[src/rtl/mac_pkg.sv]
// ============================================================================
// Module   : mac_pkg
// Brief    : Shared state encodings and width constants for the MAC stage.
// Revision : 1.0
// ============================================================================
`default_nettype none

package mac_pkg;

    typedef enum logic [0:0] {
        ST_ACCUM = 1'b0,
        ST_HOLD  = 1'b1
    } state_t;

    localparam int PROD_W    = 16;
    localparam int DEF_ACC_W = 24;
    localparam int DEF_CNT_W = 8;

endpackage

`default_nettype wire

[src/rtl/multiplier_8bits_version0.sv]
// ============================================================================
// Module   : multiplier_8bits_version0
// Brief    : Combinational 8x8 unsigned multiplier (16-bit product).
// Revision : 1.0
// ============================================================================
`default_nettype none

module multiplier_8bits_version0 (
    input  logic [7:0]  i_a,
    input  logic [7:0]  i_b,
    output logic [15:0] o_product
);

    logic [15:0] w_pp [8];
    logic [15:0] w_sum;

    genvar gi;
    for (gi = 0; gi < 8; gi++) begin : g_pp
        assign w_pp[gi] = {8'b0, (i_a & {8{i_b[gi]}})} << gi;
    end

    always_comb begin
        w_sum = '0;
        for (int i = 0; i < 8; i++) begin
            w_sum = w_sum + w_pp[i];
        end
    end

    assign o_product = w_sum;

endmodule

`default_nettype wire

[src/rtl/mac_accum_8bits.sv]
// ============================================================================
// Module   : mac_accum_8bits
// Brief    : Registered operand stage, 8x8 multiplier and wide accumulator
//            presenting each finished sum on a valid/ready output.
//            Optional macro MAC_ACCUM_SATURATE_EN clamps on overflow.
// Revision : 1.0
// ============================================================================
`default_nettype none

module mac_accum_8bits
    import mac_pkg::*;
#(
    parameter int ACC_W = DEF_ACC_W,
    parameter int CNT_W = DEF_CNT_W
) (
    input  logic             clk,
    input  logic             rst,
    input  logic             in_valid,
    output logic             in_ready,
    input  logic [7:0]       in_a,
    input  logic [7:0]       in_b,
    input  logic             in_last,
    output logic             out_valid,
    input  logic             out_ready,
    output logic [ACC_W-1:0] out_acc,
    output logic [CNT_W-1:0] out_count,
    output logic             out_ovf
);

    localparam logic [CNT_W-1:0] c_cnt_one = CNT_W'(1);

    if (ACC_W < PROD_W || ACC_W > 32) begin : g_acc_w_check
        $error("mac_accum_8bits: ACC_W must lie in 16..32");
    end

    state_t            r_state;
    logic              r_s1_valid;
    logic [7:0]        r_s1_a;
    logic [7:0]        r_s1_b;
    logic              r_s1_last;
    logic [ACC_W-1:0]  r_acc;
    logic [CNT_W-1:0]  r_cnt;
    logic              r_ovf;
    logic              r_out_valid;
    logic [ACC_W-1:0]  r_out_acc;
    logic [CNT_W-1:0]  r_out_count;
    logic              r_out_ovf;

    state_t            w_state_nxt;
    logic [ACC_W-1:0]  w_acc_nxt;
    logic [CNT_W-1:0]  w_cnt_nxt;
    logic              w_ovf_nxt;
    logic              w_out_valid_nxt;
    logic [ACC_W-1:0]  w_out_acc_nxt;
    logic [CNT_W-1:0]  w_out_count_nxt;
    logic              w_out_ovf_nxt;

    logic [PROD_W-1:0] w_prod;
    logic [ACC_W:0]    w_sum;
    logic              w_term_ovf;
    logic [ACC_W-1:0]  w_val;

    multiplier_8bits_version0 u_mult (
        .i_a       (r_s1_a),
        .i_b       (r_s1_b),
        .o_product (w_prod)
    );

    assign w_sum      = {1'b0, r_acc} + {{(ACC_W + 1 - PROD_W){1'b0}}, w_prod};
    assign w_term_ovf = r_ovf | w_sum[ACC_W];

`ifdef MAC_ACCUM_SATURATE_EN
    // Once the sum has overflowed it stays pinned at all-ones.
    assign w_val = w_term_ovf ? {ACC_W{1'b1}} : w_sum[ACC_W-1:0];
`else
    assign w_val = w_sum[ACC_W-1:0];
`endif

    // Depends on registered state only, so no combinational path from inputs.
    assign in_ready = !r_s1_valid || (r_state == ST_ACCUM);

    always_comb begin
        w_state_nxt     = r_state;
        w_acc_nxt       = r_acc;
        w_cnt_nxt       = r_cnt;
        w_ovf_nxt       = r_ovf;
        w_out_valid_nxt = r_out_valid;
        w_out_acc_nxt   = r_out_acc;
        w_out_count_nxt = r_out_count;
        w_out_ovf_nxt   = r_out_ovf;
        case (r_state)
            ST_ACCUM: begin
                if (r_s1_valid) begin
                    if (!r_s1_last) begin
                        w_acc_nxt = w_val;
                        w_cnt_nxt = r_cnt + c_cnt_one;
                        w_ovf_nxt = w_term_ovf;
                    end else begin
                        w_out_acc_nxt   = w_val;
                        w_out_count_nxt = r_cnt + c_cnt_one;
                        w_out_ovf_nxt   = w_term_ovf;
                        w_out_valid_nxt = 1'b1;
                        w_acc_nxt       = '0;
                        w_cnt_nxt       = '0;
                        w_ovf_nxt       = 1'b0;
                        w_state_nxt     = ST_HOLD;
                    end
                end
            end
            ST_HOLD: begin
                if (r_out_valid && out_ready) begin
                    w_out_valid_nxt = 1'b0;
                    w_state_nxt     = ST_ACCUM;
                end
            end
            default: w_state_nxt = ST_ACCUM;
        endcase
    end

    always_ff @(posedge clk or posedge rst) begin
        if (rst) begin
            r_state     <= ST_ACCUM;
            r_acc       <= '0;
            r_cnt       <= '0;
            r_ovf       <= 1'b0;
            r_out_valid <= 1'b0;
            r_out_acc   <= '0;
            r_out_count <= '0;
            r_out_ovf   <= 1'b0;
        end else begin
            r_state     <= w_state_nxt;
            r_acc       <= w_acc_nxt;
            r_cnt       <= w_cnt_nxt;
            r_ovf       <= w_ovf_nxt;
            r_out_valid <= w_out_valid_nxt;
            r_out_acc   <= w_out_acc_nxt;
            r_out_count <= w_out_count_nxt;
            r_out_ovf   <= w_out_ovf_nxt;
        end
    end

    // S1 refills whenever it can accept; in ACCUM the old term is consumed.
    always_ff @(posedge clk or posedge rst) begin
        if (rst) begin
            r_s1_valid <= 1'b0;
            r_s1_a     <= '0;
            r_s1_b     <= '0;
            r_s1_last  <= 1'b0;
        end else if (in_ready) begin
            r_s1_valid <= in_valid;
            if (in_valid) begin
                r_s1_a    <= in_a;
                r_s1_b    <= in_b;
                r_s1_last <= in_last;
            end
        end
    end

    assign out_valid = r_out_valid;
    assign out_acc   = r_out_acc;
    assign out_count = r_out_count;
    assign out_ovf   = r_out_ovf;

endmodule

`default_nettype wire

[config.mk]
export PLATFORM = sky130hd
export DESIGN_NAME = mac_accum_8bits
export DESIGN_NICKNAME = d
export VERILOG_FILES = /design/src/rtl/mac_pkg.sv /design/src/rtl/multiplier_8bits_version0.sv /design/src/rtl/mac_accum_8bits.sv
export SDC_FILE = /design/constraint.sdc
export NUM_CORES = 1
export LEC_CHECK = 0
export CAP_MARGIN = 5
export CORE_MARGIN = 2
export CORE_UTILIZATION = 50
export CTS_BUF_LIST = sky130_fd_sc_hd__clkbuf_16
export CTS_CLUSTER_SIZE = 25
export DETAILED_ROUTE_END_ITERATION = 6
export GPL_TIMING_DRIVEN = 0
export PLACE_DENSITY = 0.71
export SYNTH_ARGS = -nofsm -noshare
export SYNTH_HDL_FRONTEND = slang
export SYNTH_SLANG_ARGS = --single-unit
[constraint.sdc]
create_clock -name clk -period 11.45 [get_ports clk]
set_clock_uncertainty 0.05 [all_clocks]
set_input_delay 1.145 -clock clk [delete_from_list [all_inputs] [get_ports clk]]
set_output_delay 1.145 -clock clk [all_outputs]
set_load 0.02 [all_outputs]
==> results of run 1 <==
## cell usage after synthesis (10+ instances only)
cell type                   n
sky130_fd_sc_hd__mux2_2    23
sky130_fd_sc_hd__nand2_1   91
sky130_fd_sc_hd__fa_1      50
sky130_fd_sc_hd__inv_1     63
sky130_fd_sc_hd__xnor2_1   17
sky130_fd_sc_hd__clkbuf_1  20
sky130_fd_sc_hd__o21ai_0   44
sky130_fd_sc_hd__and2_1    37
sky130_fd_sc_hd__dfrtp_1   86
sky130_fd_sc_hd__ha_1      44
sky130_fd_sc_hd__a21oi_1   17
sky130_fd_sc_hd__nand3_1   11
sky130_fd_sc_hd__nor2_1    17
sky130_fd_sc_hd__o21ai_1   10
## state kept, by name (all words and copies together) (netlist names)
register,cells
r_ovf,1
r_s1_a,8
r_s1_b,8
out_count,8
out_acc,24
r_acc,24
r_cnt,8
out_ovf,1
r_s1_valid,1
out_valid,1
r_s1_last,1
r_state,1
## worst max-delay path by stage
stage,start,endpoint,slack [ps],depth (start not counted)
CTS,r_s1_b[6],out_acc[20],6600,15
global placement,r_s1_b[6],out_acc[20],6650,15
detailed placement,r_s1_a[1],out_acc[20],6610,15
finish,r_s1_b[6],out_acc[20],6610,15
floorplan,r_s1_a[1],r_acc[11],7050,15
global route,r_s1_b[6],r_acc[17],6350,17
## routing by layer
metal,part of all wire,global-route usage,wire [µm]
met5,0,0,0
met3,0.034,0.0312,457
met2,0.50,0.370,6620
met4,0.016,0.0740,218
met1,0.45,0.298,5960
## through the flow
| step | hold slack (ps) | area [µm²] |
|---|---|---|
| after detailed placement | 420 | 6840 |
| final | 427 | 7110 |
| after global placement | 411 | 6810 |
| after CTS | 435 | 7110 |
| after global routing | 467 | 7110 |
| after floorplan | 395 | 6070 |
## worst max-delay path, cell delays in order, from the launching register on
cell and delay (ps):
sky130_fd_sc_hd__dfrtp_1 320, sky130_fd_sc_hd__clkbuf_1 350, sky130_fd_sc_hd__nand2_1 140, sky130_fd_sc_hd__fa_1 520, sky130_fd_sc_hd__inv_1 50, sky130_fd_sc_hd__fa_1 500
sky130_fd_sc_hd__fa_1 520, sky130_fd_sc_hd__fa_1 490, sky130_fd_sc_hd__ha_1 350, sky130_fd_sc_hd__nor2b_1 170, sky130_fd_sc_hd__o2111ai_1 230, sky130_fd_sc_hd__nand2_1 190
sky130_fd_sc_hd__a211oi_4 370, sky130_fd_sc_hd__o22ai_1 190, sky130_fd_sc_hd__xnor2_1 200, sky130_fd_sc_hd__o21ai_1 70
## cell families (layout without fill, tap and decap cells)
| logic type | Yosys count | count (layout) | share of synthesized area |
|---|---|---|---|
| DFF | 86 | 86 | 0.354 |
| and+or+nand+nor | 191 | 191 | 0.151 |
| xor gates and xnor gates | 24 | 24 | 0.0346 |
| buffers and inverters | 85 | 157 | 0.0530 |
| muxes | 23 | 23 | 0.0427 |
| adders and majority gates | 94 | 94 | 0.256 |
| AOI/OAI and AO/OA | 107 | 107 | 0.108 |
## final cells by class
| type | count | area, µm² | area share |
|---|---|---|---|
| clock buffer | 9 | 225 | 0.0317 |
| buffer | 22 | 85.1 | 0.0120 |
| inverter | 63 | 239 | 0.0336 |
| multi-input combinational | 439 | 3600 | 0.506 |
| clock inverter | 7 | 51.3 | 0.00721 |
| tap | 147 | 184 | 0.0259 |
| sequential | 86 | 2150 | 0.303 |
| timing repair buffer | 56 | 578 | 0.0813 |
==> impl_metrics.yaml, run 1 <==
outcome:
  status: "completed"
placed_design:
  routabilityCongestion: 0.893
  numPortBuffers: 55
  place_hpwl_mm: 10.3
  pre_cts_ws_ps: 6610
  post-place-cells: 813
finish:
  syn_to_final_growth_pct: 17.1
  nNetsFinal: 792
  fill_cells: 1062
  antenna_cells: 0
  utilization: 0.597
  final_common_cell: "sky130_fd_sc_hd__nand2_1"
  fin_cells: 829
  layout_common_cells: "sky130_fd_sc_hd__nand2_1 (91), sky130_fd_sc_hd__dfrtp_1 (86), sky130_fd_sc_hd__inv_1 (63)"
  ratio_of_cells_with_drive_above_1_in_the_final_layout: 0.0704
clocking:
  worst_setup_hold_path_clk_slew_ps: 70
  holdBufCountCts: 0
  clk_latency_ps: 350
  htree_levels: 3
  cts_root_cell: "sky130_fd_sc_hd__clkbuf_16"
  ctsLongestPathBuffers: 2
  cts_post_setup_buffers_inserted: 0
  cts_repair_resize_count: 0
  clock_sinks: 86
  total_clock_buffers_created_by_cts: 9
  tritoncts: "done"
die:
  die_area_um2: 13000
  fp.dieH_um: 114
  io-pin-count: 56
  initial_utilization: 0.510
  core_region_area_um2: 11900
  num_rows: 40
  die-width_um: 114
job:
  max_cap_viol_count: 0
yosys:
  synthDominantCellAreaShare: 0.354
  synth_warnings: 0
  synth_edf_count: 0
  post-synth-top-area-cell: "sky130_fd_sc_hd__dfrtp_1"
  syn_area_um2: 6070
  yosysUniqueCellTypes: 42
  post_synth.cell_area_avg_um2: 9.95
  synth_async_sr_flop_share: 1.00
  number_of_nets_produced_by_synthesis: 725
  yosys-top-cells-area: "sky130_fd_sc_hd__dfrtp_1 (35%), sky130_fd_sc_hd__fa_1 (16%), sky130_fd_sc_hd__ha_1 (9.1%)"
  ys.flop_type: "sky130_fd_sc_hd__dfrtp_1"
  count_of_state_elements_after_synthesis: 86
  synth_cells: 610
  synth-seq-area-share: 0.354
worst_setup_path:
  capturing_point_of_the_worst_reg2reg_path: "out_acc[20]"
  worst-setup-path-type: "reg2reg"
  cp-start-kind: "flip-flop"
  worstPathArrival_ps: 5010
  regToRegStartpoint: "r_s1_b[6]"
  worst-path-max-fanout: 9
  ff2ff_setup_slack_ps: 6610
  cp-end-kind: "flip-flop"
  cp.required_ps: 11620
  r2r_cells: 15
worst_hold_path:
  hold_path.class: "reg2reg"
  hold_depth: 2
  hold_start: "out_count[3]"
  hold-path-endpoint: "out_count[3]"
sta:
  total_count_of_max_transition_violations_in_the_final_report: 0
  slew_headroom: 0.597
  worst_pin_slew_ps: 604
  setup_slack_ps: 6610
  final_min_period_over_clock_period: 0.423
  clock.fmax_mhz: 207
  fin_tns_setup_ps: 0
  unrepaired_setup_endpoints_after_global_routing: "false"
  min_period_ps: 4840
  hold_fails_final_rpt: 0
  setup_viol: 0
global_routing:
  number_of_global_route_vias_before_repair: 4601
  grt_overflow_total: 0
  grt_antenna_before_repair: 0
  global_route.usage.total: 0.221
  grt_start_max_net_pins: 59
  wire_length_of_the_first_global_routing_pass_mm: 22.5
drt:
  average_detailed_routed_wire_length_per_instance_um: 16.0
  vias_per_instance: 5.48
  detail_route.wirelength_mm: 13.3
  drt_pass1_iterations: 5
  num_vias: 4543
  detail_route.iter0.violations: 245
  ant_nets: 0
  remaining_drc_errors: 0
Power of run 1 is not shown: default switching activity piles up to over one toggle a cycle in this logic, so the estimate is an artifact.
==> run 2, diff against run 1 <==
- clock period: 11.45 -> 4.6 ns (I/O delays scaled with it)
==> run 2 against run 1 <==
Effect of this change:
- sequential share of layout area down 0.68 points
- wire length grew 4.8%
- maximum frequency increased by 6.7%
- core utilization rose by 1.9 points
- critical path type unchanged
- sequential cell count unchanged
- final cell count is 1.6% higher
- via count rose by 1.8%
==> impl_metrics.yaml, run 2 (synthesis gave the netlist of run 1 again) <==
sta:
  total_count_of_max_transition_violations_in_the_final_report: 0
  hold_fails_final_rpt: 0
  slew_headroom: 0.579
  clock.fmax_mhz: 221
  worst_pin_slew_ps: 632
  fin_tns_setup_ps: 0
  min_period_ps: 4530
  setup_viol: 0
  final_min_period_over_clock_period: 0.986
  unrepaired_setup_endpoints_after_global_routing: "true"
worst_setup_path:
  cp-start-kind: "flip-flop"
  r2r_cells: 13
  worst-path-max-fanout: 6
  worstPathArrival_ps: 4690
  cp.required_ps: 4760
  worst-setup-path-type: "reg2reg"
  cp-end-kind: "flip-flop"
placed_design:
  post-place-cells: 813
  place_hpwl_mm: 10.3
  routabilityCongestion: 0.893
  numPortBuffers: 55
  placed_cell_area_um2: 6840
global_routing:
  grt_start_max_net_pins: 59
  global_route.usage.total: 0.223
  grt_antenna_before_repair: 0
  wire_length_of_the_first_global_routing_pass_mm: 22.7
  grt_overflow_total: 0
  number_of_global_route_vias_before_repair: 4621
clocking:
  cts_root_cell: "sky130_fd_sc_hd__clkbuf_16"
  htree_levels: 3
  holdBufCountCts: 0
  worst_setup_hold_path_clk_slew_ps: 70
  total_clock_buffers_created_by_cts: 9
  clock_sinks: 86
  clk_latency_ps: 350
  tritoncts: "done"
  ctsLongestPathBuffers: 2
finish:
  syn_to_final_growth_pct: 20.9
  layout_common_cells: "sky130_fd_sc_hd__nand2_1 (90), sky130_fd_sc_hd__dfrtp_1 (70), sky130_fd_sc_hd__inv_1 (60)"
  antenna_cells: 0
  final_common_cell: "sky130_fd_sc_hd__nand2_1"
  nNetsFinal: 805
  post-route-cell-area_um2: 7340
  fin_cells: 842
  ratio_of_cells_with_drive_above_1_in_the_final_layout: 0.142
drt:
  remaining_drc_errors: 0
  drt_pass1_iterations: 4
  num_vias: 4627
  average_detailed_routed_wire_length_per_instance_um: 16.5
  detail_route.wirelength_mm: 13.9
  vias_per_instance: 5.50
  ant_nets: 0
  detail_route.iter0.violations: 267
worst_hold_path:
  hold_path.class: "in2async"
job:
  max_cap_viol_count: 0
die:
  io-pin-count: 56
  core_region_area_um2: 11900
  fp.dieH_um: 114
  die-width_um: 114
  die_area_um2: 13000
  initial_utilization: 0.510
  num_rows: 40
outcome:
  status: "completed"
-- run 2: area by class of cell --
class	instances	area, µm²
buffer	18	70.1
clock inverter	7	51.3
clock buffer	9	225
timing repair buffer	73	703
tap	147	184
fill	1048	4570
multi-input combinational	439	3700
sequential	86	2170
inverter	63	239
-- run 2: stage by stage --
step | setup WS [ps] | hold WS [ps] | utilization
2_1_floorplan | 204 | 395 | -
3_3_place_gp | -198 | 411 | 0.571
3_5_place_dp | -240 | 420 | 0.574
4_1_cts | 8.09 | 427 | 0.601
5_1_grt | -44.6 | 463 | 0.616
6_report | 65.5 | 419 | 0.616
-- run 2: path summary, 6_finish.rpt --
path	start	end	slack (ps)
min in group clk	out_count[3]	out_count[3]	430
max in group asynchronous	rst	r_acc[20]	3470
max reg2reg	r_s1_a[3]	r_acc[11]	70
max	r_s1_a[3]	r_acc[11]	70
min	rst	r_s1_b[1]	420
min reg2reg	out_count[3]	out_count[3]	430
-- run 2: critical path: stages, from the launching register on --
cell and delay [ps]:
sky130_fd_sc_hd__dfrtp_2 440, sky130_fd_sc_hd__and2_1 190, sky130_fd_sc_hd__fa_1 590, sky130_fd_sc_hd__fa_1 460
sky130_fd_sc_hd__fa_1 560, sky130_fd_sc_hd__fa_1 460, sky130_fd_sc_hd__ha_4 260, sky130_fd_sc_hd__a21o_1 200
sky130_fd_sc_hd__a31o_1 230, sky130_fd_sc_hd__or2_1 240, sky130_fd_sc_hd__a21o_1 170, sky130_fd_sc_hd__a21oi_2 190
sky130_fd_sc_hd__xor2_2 250, sky130_fd_sc_hd__o31ai_1 110
-- run 2: repair_timing --
item / 4_1_cts / 5_1_grt
pin swaps: 1 / 23
resized for setup: 16 / 24
setup buffers: 0 / 17
setup endpoints to repair: 27 / 26
-- run 2: metal layers --
metal	GRT usage	up-vias	wire length [µm]
li1	-	2173	-
met1	0.300	2337	6130
met2	0.373	97	6980
met3	0.0312	20	557
met4	0.0740	0	224
met5	0	-	0
Power of run 2 is left out for the same reason.
==> run 3, diff against run 2 <==
- SYNTH_HIERARCHICAL: not set -> 1
==> run 3 against run 2 <==
Effect of this change:
- the flow now finishes with violations (negative setup slack)
- synthesized cell count rose by 10%
- non-clock buffer count rose by 36
- final cell count rose by 14%
- core utilization rose by 6.9 points
- clock-buffer cell count did not move
- sequential cell count did not move
- critical path depth rose by 23
- area after synthesis rose by 2.9%
- maximum frequency fell by 32%
- critical endpoint is now out_acc[18]
- global-route usage rose by 2.6 points
- via count rose by 17%
- wire length rose by 19%
==> impl_metrics.yaml, run 3 <==
sta:
  setup_viol: 36
  unrepaired_setup_endpoints_after_global_routing: "true"
  hold_fails_final_rpt: 0
  min_period_ps: 6700
  slew_headroom: 0.518
  clock.fmax_mhz: 149
  final_min_period_over_clock_period: 1.46
  total_count_of_max_transition_violations_in_the_final_report: 0
  setup_slack_ps: -2100
  worst_pin_slew_ps: 717
yosys:
  synth_edf_count: 0
  post_synth.cell_area_avg_um2: 9.31
  post-synth-top-area-cell: "sky130_fd_sc_hd__dfrtp_1"
  synth_cells: 671
  synthDominantCellAreaShare: 0.344
  ys.flop_type: "sky130_fd_sc_hd__dfrtp_1"
  yosysUniqueCellTypes: 54
  synth-seq-area-share: 0.344
  synth_common_cells: "sky130_fd_sc_hd__nand2_1 (125), sky130_fd_sc_hd__dfrtp_1 (86), sky130_fd_sc_hd__o21ai_0 (66), sky130_fd_sc_hd__ha_1 (51), sky130_fd_sc_hd__inv_1 (46)"
  synth_warnings: 6
  number_of_nets_produced_by_synthesis: 778
  most_repeated_cell_in_the_gate_level_netlist_after_synthesis: "sky130_fd_sc_hd__nand2_1"
  synth_async_sr_flop_share: 1.00
  count_of_state_elements_after_synthesis: 86
  syn_area_um2: 6250
  yosys-top-cells-area: "sky130_fd_sc_hd__dfrtp_1 (34%), sky130_fd_sc_hd__fa_1 (11%), sky130_fd_sc_hd__ha_1 (10%)"
clocking:
  holdBufCountCts: 0
  total_clock_buffers_created_by_cts: 9
  worst_setup_hold_path_clk_slew_ps: 70
  cts_root_cell: "sky130_fd_sc_hd__clkbuf_16"
  tritoncts: "done"
  htree_levels: 3
  clock_sinks: 86
  ctsLongestPathBuffers: 2
  clk_latency_ps: 350
worst_setup_path:
  crit_top_cell: "sky130_fd_sc_hd__buf_4"
  worst-path-max-fanout: 6
  cp-start-kind: "flip-flop"
  regToRegStartpoint: "r_s1_b[0]"
  critical-path-max-stage-delay_ps: 480
  startpoint: "r_s1_b[0]"
  cp-end-kind: "flip-flop"
  critical-path-slowest-cell: "sky130_fd_sc_hd__fa_1"
  worstPathArrival_ps: 6860
  worst-setup-path-type: "reg2reg"
  cp.required_ps: 4770
placed_design:
  place_hpwl_mm: 10.8
  post-place-cells: 895
  placed_cell_area_um2: 7120
  numPortBuffers: 55
  routabilityCongestion: 0.869
global_routing:
  grt_start_max_net_pins: 55
  grt_overflow_total: 0
  grt_antenna_before_repair: 0
  wire_length_of_the_first_global_routing_pass_mm: 26.0
  number_of_global_route_vias_before_repair: 5420
  global_route.usage.total: 0.249
worst_hold_path:
  hold_path.class: "in2async"
finish:
  ff_latch_area_um2: 2160
  syn_to_final_growth_pct: 32.9
  antenna_cells: 0
  fin_cells: 964
  final_common_cell: "sky130_fd_sc_hd__nand2_1"
  ratio_of_cells_with_drive_above_1_in_the_final_layout: 0.236
  multi_input_area_um2: 4410
  layout_common_cells: "sky130_fd_sc_hd__nand2_1 (123), sky130_fd_sc_hd__dfrtp_1 (79), sky130_fd_sc_hd__clkdlybuf4s50_1 (55)"
  fill_cells: 921
  post-route-cell-area_um2: 8300
  nNetsFinal: 898
die:
  die_area_um2: 13400
  fp.dieH_um: 116
  io-pin-count: 56
  die-width_um: 116
  core_region_area_um2: 12100
  initial_utilization: 0.516
  num_rows: 40
drt:
  vias_per_instance: 5.62
  num_vias: 5418
  remaining_drc_errors: 0
  drt_pass1_iterations: 5
  average_detailed_routed_wire_length_per_instance_um: 17.1
  detail_route.iter0.violations: 361
  ant_nets: 0
  detail_route.wirelength_mm: 16.5
outcome:
  violations: "negative setup slack"
  status: "finished with violations"
job:
  max_cap_viol_count: 0
[run 3: changes by cell type after synthesis, sizes merged, moves of 5 or more]
cell,before,now
ha,44,51
mux2,23,16
o21ai,55,71
inv,63,46
a21o,4,11
o21a,0,5
nand3b,7,0
a31oi,1,6
xnor2,17,27
nor2,17,24
fa,50,35
o22ai,8,0
nand2,91,125
[run 3: cell type report]
cell class | count | area share
multi-input combinational | 520 | 0.531
tap | 168 | 0.0253
clock inverter | 7 | 0.00588
clock buffer | 9 | 0.0271
sequential | 86 | 0.260
inverter | 47 | 0.0215
timing repair buffer | 110 | 0.122
buffer | 17 | 0.00783
[run 3: worst paths after layout]
path	end	cells past startpoint	slack, ps
min reg2reg	out_count[5]	2	420
max	out_acc[18]	36	-2100
max in group asynchronous	r_acc[13]	3	3470
min in group clk	out_count[5]	2	420
min	out_count[7]	2	420
max reg2reg	out_acc[18]	36	-2100
[run 3: routing by layer]
| metal | part of all wire | GRT usage | vias to the layer above |
|---|---|---|---|
| met1 | 0.42 | 0.337 | 2662 |
| met4 | 0.039 | 0.104 | 0 |
| li1 | - | - | 2518 |
| met3 | 0.051 | 0.0460 | 53 |
| met5 | 0 | 0 | - |
| met2 | 0.49 | 0.398 | 185 |
[run 3: logic make-up after synthesis]
family	after synthesis	share of synthesized area
AND/OR/NAND/NOR	235	0.175
buffers and inverters	65	0.0393
XOR/XNOR	36	0.0505
adder cells (fa/ha/maj)	86	0.214
flip-flops	86	0.344
multiplexers	16	0.0288
AO/OA/AOI/OAI	147	0.148
[run 3: what timing repair did]
action	CTS	global route
gates resized for setup	70	47
pin swaps	54	54
buffers inserted	41	14
endpoints found under the setup margin	38	38
[run 3: critical path, delay by kind of cell, from the launching register on]
kind	cells	cell delay, ps
adders and majority gates	4	1350
buffers and inverters	14	1700
and+or+nand+nor	6	820
AOI/OAI and AO/OA	9	1680
DFF	1	440
xor gates and xnor gates	3	490
[run 3: stage by stage]
step,hold WS (ps),util,setup slack [ps],setup TNS (ps)
after global routing,466,0.686,-2310,-68580
after detailed placement,419,0.588,-2390,-65220
after CTS,432,0.658,-1880,-53440
after global placement,411,0.585,-2290,-62450
final,418,0.686,-2100,-60780
after floorplan,401,-,-1820,-43990
Power of run 3 is left out for the same reason.
